<file path="src/rtl/branch_checkpoint_ctrl.sv">
`default_nettype none
// ============================================================================
// branch_checkpoint_ctrl : age-ordered branch map checkpoints with recovery
// Revision 1.0
// ============================================================================
module branch_checkpoint_ctrl #(
    parameter int N_CKPT          = 4,
    parameter int N_ARCH_REG      = 32,
    parameter int N_PHYS_REG_BITS = 6,
    parameter int TAG_W           = $clog2(N_CKPT)
) (
    input  logic                                    clock,
    input  logic                                    reset,
    input  logic                                    alloc_req,
    input  logic [N_ARCH_REG*N_PHYS_REG_BITS-1:0]   alloc_map,
    output logic                                    alloc_gnt,
    output logic [TAG_W-1:0]                        alloc_tag,
    output logic                                    full,
    input  logic                                    resolve_valid,
    input  logic [TAG_W-1:0]                        resolve_tag,
    input  logic                                    resolve_mispredict,
    output logic                                    recover_enable,
    output logic [N_ARCH_REG*N_PHYS_REG_BITS-1:0]   recover_map,
    output logic [N_CKPT-1:0]                       squash_mask,
    output logic [N_CKPT-1:0]                       pending_mask
);

    localparam int MAP_W = N_ARCH_REG * N_PHYS_REG_BITS;

    logic [TAG_W-1:0]  head_q, head_d;
    logic [TAG_W-1:0]  tail_q, tail_d;
    logic [TAG_W:0]    count_q, count_d;
    logic [N_CKPT-1:0] pending_q, pending_d;
    logic [MAP_W-1:0]  snap_q [N_CKPT];
    logic              recover_enable_q;
    logic [MAP_W-1:0]  recover_map_q;
    logic [N_CKPT-1:0] squash_mask_q, squash_d;

    logic              w_mispredict;
    logic              w_correct;
    logic              w_retire;
    logic              w_gnt;
    logic [TAG_W-1:0]  w_dist;

    assign w_mispredict = resolve_valid & resolve_mispredict & pending_q[resolve_tag];
    assign w_correct    = resolve_valid & ~resolve_mispredict & pending_q[resolve_tag];
    assign w_retire     = (count_q != '0) & ~pending_q[head_q];
    assign full         = (count_q == (TAG_W+1)'(N_CKPT));
    assign w_gnt        = alloc_req & ~full & ~recover_enable_q & ~w_mispredict;
    assign w_dist       = resolve_tag - head_q;

    assign alloc_gnt      = w_gnt;
    assign alloc_tag      = tail_q;
    assign pending_mask   = pending_q;
    assign recover_enable = recover_enable_q;
    assign recover_map    = recover_map_q;
    assign squash_mask    = squash_mask_q;

    // A slot is squashed when its age offset from head lies in [dist, count);
    // working in offsets keeps the full (head == tail) case unambiguous.
    always_comb begin
        squash_d = '0;
        for (int i = 0; i < N_CKPT; i++) begin
            squash_d[i] = ((TAG_W'(i) - head_q) >= w_dist) &&
                          ({1'b0, TAG_W'(i) - head_q} < count_q);
        end
    end

    always_comb begin
        pending_d = pending_q;
        if (w_correct)
            pending_d[resolve_tag] = 1'b0;
        if (w_mispredict)
            pending_d = pending_d & ~squash_d;
        if (w_gnt)
            pending_d[tail_q] = 1'b1;

        head_d = w_retire ? head_q + TAG_W'(1) : head_q;

        tail_d = tail_q;
        if (w_mispredict)
            tail_d = resolve_tag;
        else if (w_gnt)
            tail_d = tail_q + TAG_W'(1);

        count_d = count_q;
        if (w_mispredict)
            count_d = {1'b0, w_dist};
        else if (w_gnt)
            count_d = count_q + (TAG_W+1)'(1);
        if (w_retire)
            count_d = count_d - (TAG_W+1)'(1);
    end

    always_ff @(posedge clock) begin
        if (w_gnt)
            snap_q[tail_q] <= alloc_map;
    end

    always_ff @(posedge clock) begin
        if (reset) begin
            head_q           <= '0;
            tail_q           <= '0;
            count_q          <= '0;
            pending_q        <= '0;
            recover_enable_q <= 1'b0;
            recover_map_q    <= '0;
            squash_mask_q    <= '0;
        end else begin
            head_q           <= head_d;
            tail_q           <= tail_d;
            count_q          <= count_d;
            pending_q        <= pending_d;
            recover_enable_q <= w_mispredict;
            if (w_mispredict) begin
                recover_map_q <= snap_q[resolve_tag];
                squash_mask_q <= squash_d;
            end
        end
    end

endmodule
`default_nettype wire

</file>
<file path="config.mk">
export PLATFORM = sky130hd
export DESIGN_NAME = branch_checkpoint_ctrl
export DESIGN_NICKNAME = d
export VERILOG_FILES = /design/src/rtl/branch_checkpoint_ctrl.sv
export SDC_FILE = /design/constraint.sdc
export NUM_CORES = 1
export LEC_CHECK = 0
export BUFFER_PORTS_ARGS = -buffer_cell sky130_fd_sc_hd__buf_2
export CAP_MARGIN = 25
export CORE_UTILIZATION = 34
export CTS_BUF_LIST = sky130_fd_sc_hd__clkbuf_4 sky130_fd_sc_hd__clkbuf_8
export DETAILED_ROUTE_END_ITERATION = 10
export PLACE_DENSITY = 0.61
export SLEW_MARGIN = 20
export SYNTH_ARGS = -nofsm -noshare
export SYNTH_HDL_FRONTEND = slang
export SYNTH_SLANG_ARGS = --single-unit
export TNS_END_PERCENT = 100
</file>
<file path="constraint.sdc">
create_clock -name clock -period 19.29 [get_ports clock]
set_input_delay 0.9645 -clock clock [delete_from_list [all_inputs] [get_ports clock]]
set_output_delay 0.9645 -clock clock [all_outputs]
set_load 0.02 [all_outputs]
</file>
==> results.json <==
{
  "ys_ff_latch": 976,
  "swShare_pct": 23.7,
  "regArea_sq_um": 27200,
  "endpoint_kind": "flip-flop",
  "endpoint": "snap_q[1][152]",
  "syn_avg_cell_area_sq_um": 17.8,
  "utilization_pct": 40.8,
  "place_congestion": 0.753,
  "ff2ff_setup_slack_ns": 14.90,
  "grt_util_met1_pct": 18.4,
  "placed_cell_area_sq_um": 38800,
  "num_vias": 19083,
  "yosys_warnings": 0,
  "die_y_um": 325,
  "cts_resized": 0,
  "synth_edf_count": 768,
  "cts_setup_buffers": 0,
  "multi_input_area_sq_um": 7590,
  "use_met3_pct": 4.07,
  "synth_cells": 1990,
  "grt_pass1_wl_mm": 122,
  "nNetsFinal": 2676,
  "peakVddDrop_uv": 60.0,
  "fillers": 9348,
  "p_per_area_nw_per_um2": 114,
  "setup_violations": 0,
  "fmax_mhz": 228,
  "min_period_ns": 4.39,
  "clk_pin_slew_ns": 0.07,
  "tightestPinTransition_ns": 1.11,
  "drc": 0,
  "grt_max_degree": 137,
  "worstPathArrival_ns": 4.80,
  "p_seq_share_pct": 52.9,
  "port_buffers": 403,
  "min_path_type": "input pin to flip-flop",
  "rows": 118,
  "hold_ws_ns": 0.369,
  "vias_per_cell": 4.79,
  "r2r_start": "count_q[0]",
  "fin_area_sq_um": 42200,
  "intPower_mw": 3.67,
  "setup_tns_ns": 0,
  "grtUsageTotal_pct": 15.3,
  "crit_required_ns": 19.70,
  "start_util_pct": 34.2,
  "final_cell_mix": "edfxtp_1 (768), buf_2 (400), nand2_1 (396)",
  "cts_sinks": 976,
  "cp-startpoint": "count_q[0]",
  "dp.cells": 3681,
  "relSlewSlack_pct": 26.1,
  "cts_hold_buf": 0,
  "die_x_um": 325,
  "clkPwrFrac_pct": 38.1,
  "grt_use_met2_pct": 25.9,
  "cts_tree": "yes",
  "io_pins": 404,
  "drt_pass1_iterations": 5,
  "final_cells": 3985,
  "synth_cell_types": 45,
  "netlist_area_sq_um": 35400,
  "rsz0062_at_grt": "no",
  "wirelength_mm": 81.0,
  "synth-main-ff-cell": "edfxtp_1",
  "finClkSkew_ns": 0.0348,
  "cts.path.max_buffers": 3,
  "fin_ws_ns": 14.90,
  "min_period_over_period_pct": 22.8,
  "status": "complete, no violations",
  "power_mw": 4.81,
  "place_ws_ns": 14.18,
  "antenna_found_initial": 25,
  "power.leakage_nw": 14.6,
  "layout_commonest_cell": "edfxtp_1",
  "critPathMaxFanout": 51,
  "synthArstFlopShare_pct": 0,
  "core-area_sq_um": 103000,
  "ys_seq_area_share_pct": 76.8,
  "synth_nets": 2204,
  "grt_pass1_vias": 20028,
  "die-area_sq_um": 106000,
  "clock-root-buffer": "clkbuf_8",
  "crit_path_start_kind": "flip-flop",
  "drive_gt1_share_pct": 34.5,
  "grt_overflow_total": 0,
  "reg2reg_depth": 8,
  "drv_cap": 0,
  "grt-busiest-layer": "met2",
  "htree_levels": 4,
  "cts_buffers": 158,
  "antenna_left": 0,
  "path_class": "flip-flop to flip-flop",
  "drt_iter0_markers": 1175,
  "wl_per_cell_um": 20.3,
  "combPwrFrac_pct": 9.0,
  "clk_latency_ns": 0.80,
  "synthToLayoutAreaGrowth_pct": 19.1,
  "hpwlAfterDp_mm": 47.5,
  "switching_power_mw": 1.14,
  "r2r-end": "snap_q[1][152]",
  "hold_violations": 0,
  "slew_violations": 0
}
## cell families after synthesis
kind of cell	Yosys count	share of synthesized area, %
AO/OA/AOI/OAI	232	3.52
XOR/XNOR	4	0.0989
adder cells (fa/ha/maj)	15	0.530
buffers and inverters	128	1.83
flip-flops	976	76.8
multiplexers	198	12.4
AND/OR/NAND/NOR	437	4.80
## cell type report
cell class              count  area share [%]
flip-flops and latches    976            64.5
multi-input cells         886            18.0
clock buffers             231            6.61
repair buffers            427            5.40
well taps                1380            4.09
clock inverters            61            1.22
inverters                  13           0.116
diodes                     11          0.0652
## critical path, stage by stage (launching register included)
cell and delay [ns]:
dfxtp_1 0.45, inv_1 0.07, ha_1 0.25, and2_4 0.17
or3_1 0.46, nor2_1 0.33, and2_4 0.79, buf_4 0.74
buf_4 0.63
## per-layer routing
layer | up-vias | part of all wire, %
li1 | 8623 | -
met1 | 9689 | 40
met2 | 583 | 51
met3 | 170 | 5.9
met4 | 18 | 2.5
met5 | - | 0.15
## flip-flops by register name (all words and copies together), names as in the netlist
signal	count
recover_map	192
recover_enable	1
squash_mask	4
snap_q	768
head_q	2
count_q	3
pending_mask	4
alloc_tag	2
## worst min path at each step
stage	startpoint	endpoint	slack, ns	depth (start not counted)
finish	alloc_map[151]	snap_q[0][151]	0.37	1
CTS	alloc_map[151]	snap_q[0][151]	0.24	1
global route	alloc_map[183]	snap_q[3][183]	0.29	1
floorplan	recover_map[173]	recover_map[173]	0.53	2
detailed placement	recover_map[184]	recover_map[184]	0.44	2
global placement	recover_map[38]	recover_map[38]	0.44	2
## synthesized netlist by cell type (2+ instances only)
cell,count,area (sq um)
clkbuf_1,40,150
o31a_1,2,17.5
buf_6,3,33.8
o21ai_1,2,10.0
o21a_1,2,15.0
mux4_2,193,4350
a32o_1,3,30.0
edfxtp_1,768,23100
nor2_1,17,63.8
nor3_1,2,10.0
a21oi_1,202,1010
dfxtp_1,208,4160
inv_1,12,45.0
nand2b_1,4,25.0
o21ai_0,7,35.0
o2111ai_1,2,17.5
ha_1,15,188
mux2i_1,4,40.0
buf_4,23,173
and2_1,6,37.5
or3_1,2,12.5
xnor2_1,3,26.3
nor2b_1,2,12.5
nand3_1,2,10.0
nand3b_1,2,15.0
buf_1,3,11.3
buf_2,46,230
nand2_1,396,1490
o211a_1,3,30.0
## power groups by stage
stage / clock (mW) / sequential, mW / combinational, mW
after global placement: 0 / 2.57 / 0.432
after floorplan: 0 / 2.62 / 0.273
after global routing: 1.97 / 2.56 / 0.473
final: 1.83 / 2.54 / 0.433
after CTS: 1.89 / 2.54 / 0.445
after detailed placement: 0 / 2.59 / 0.443
(Power assumes the default switching activity.)
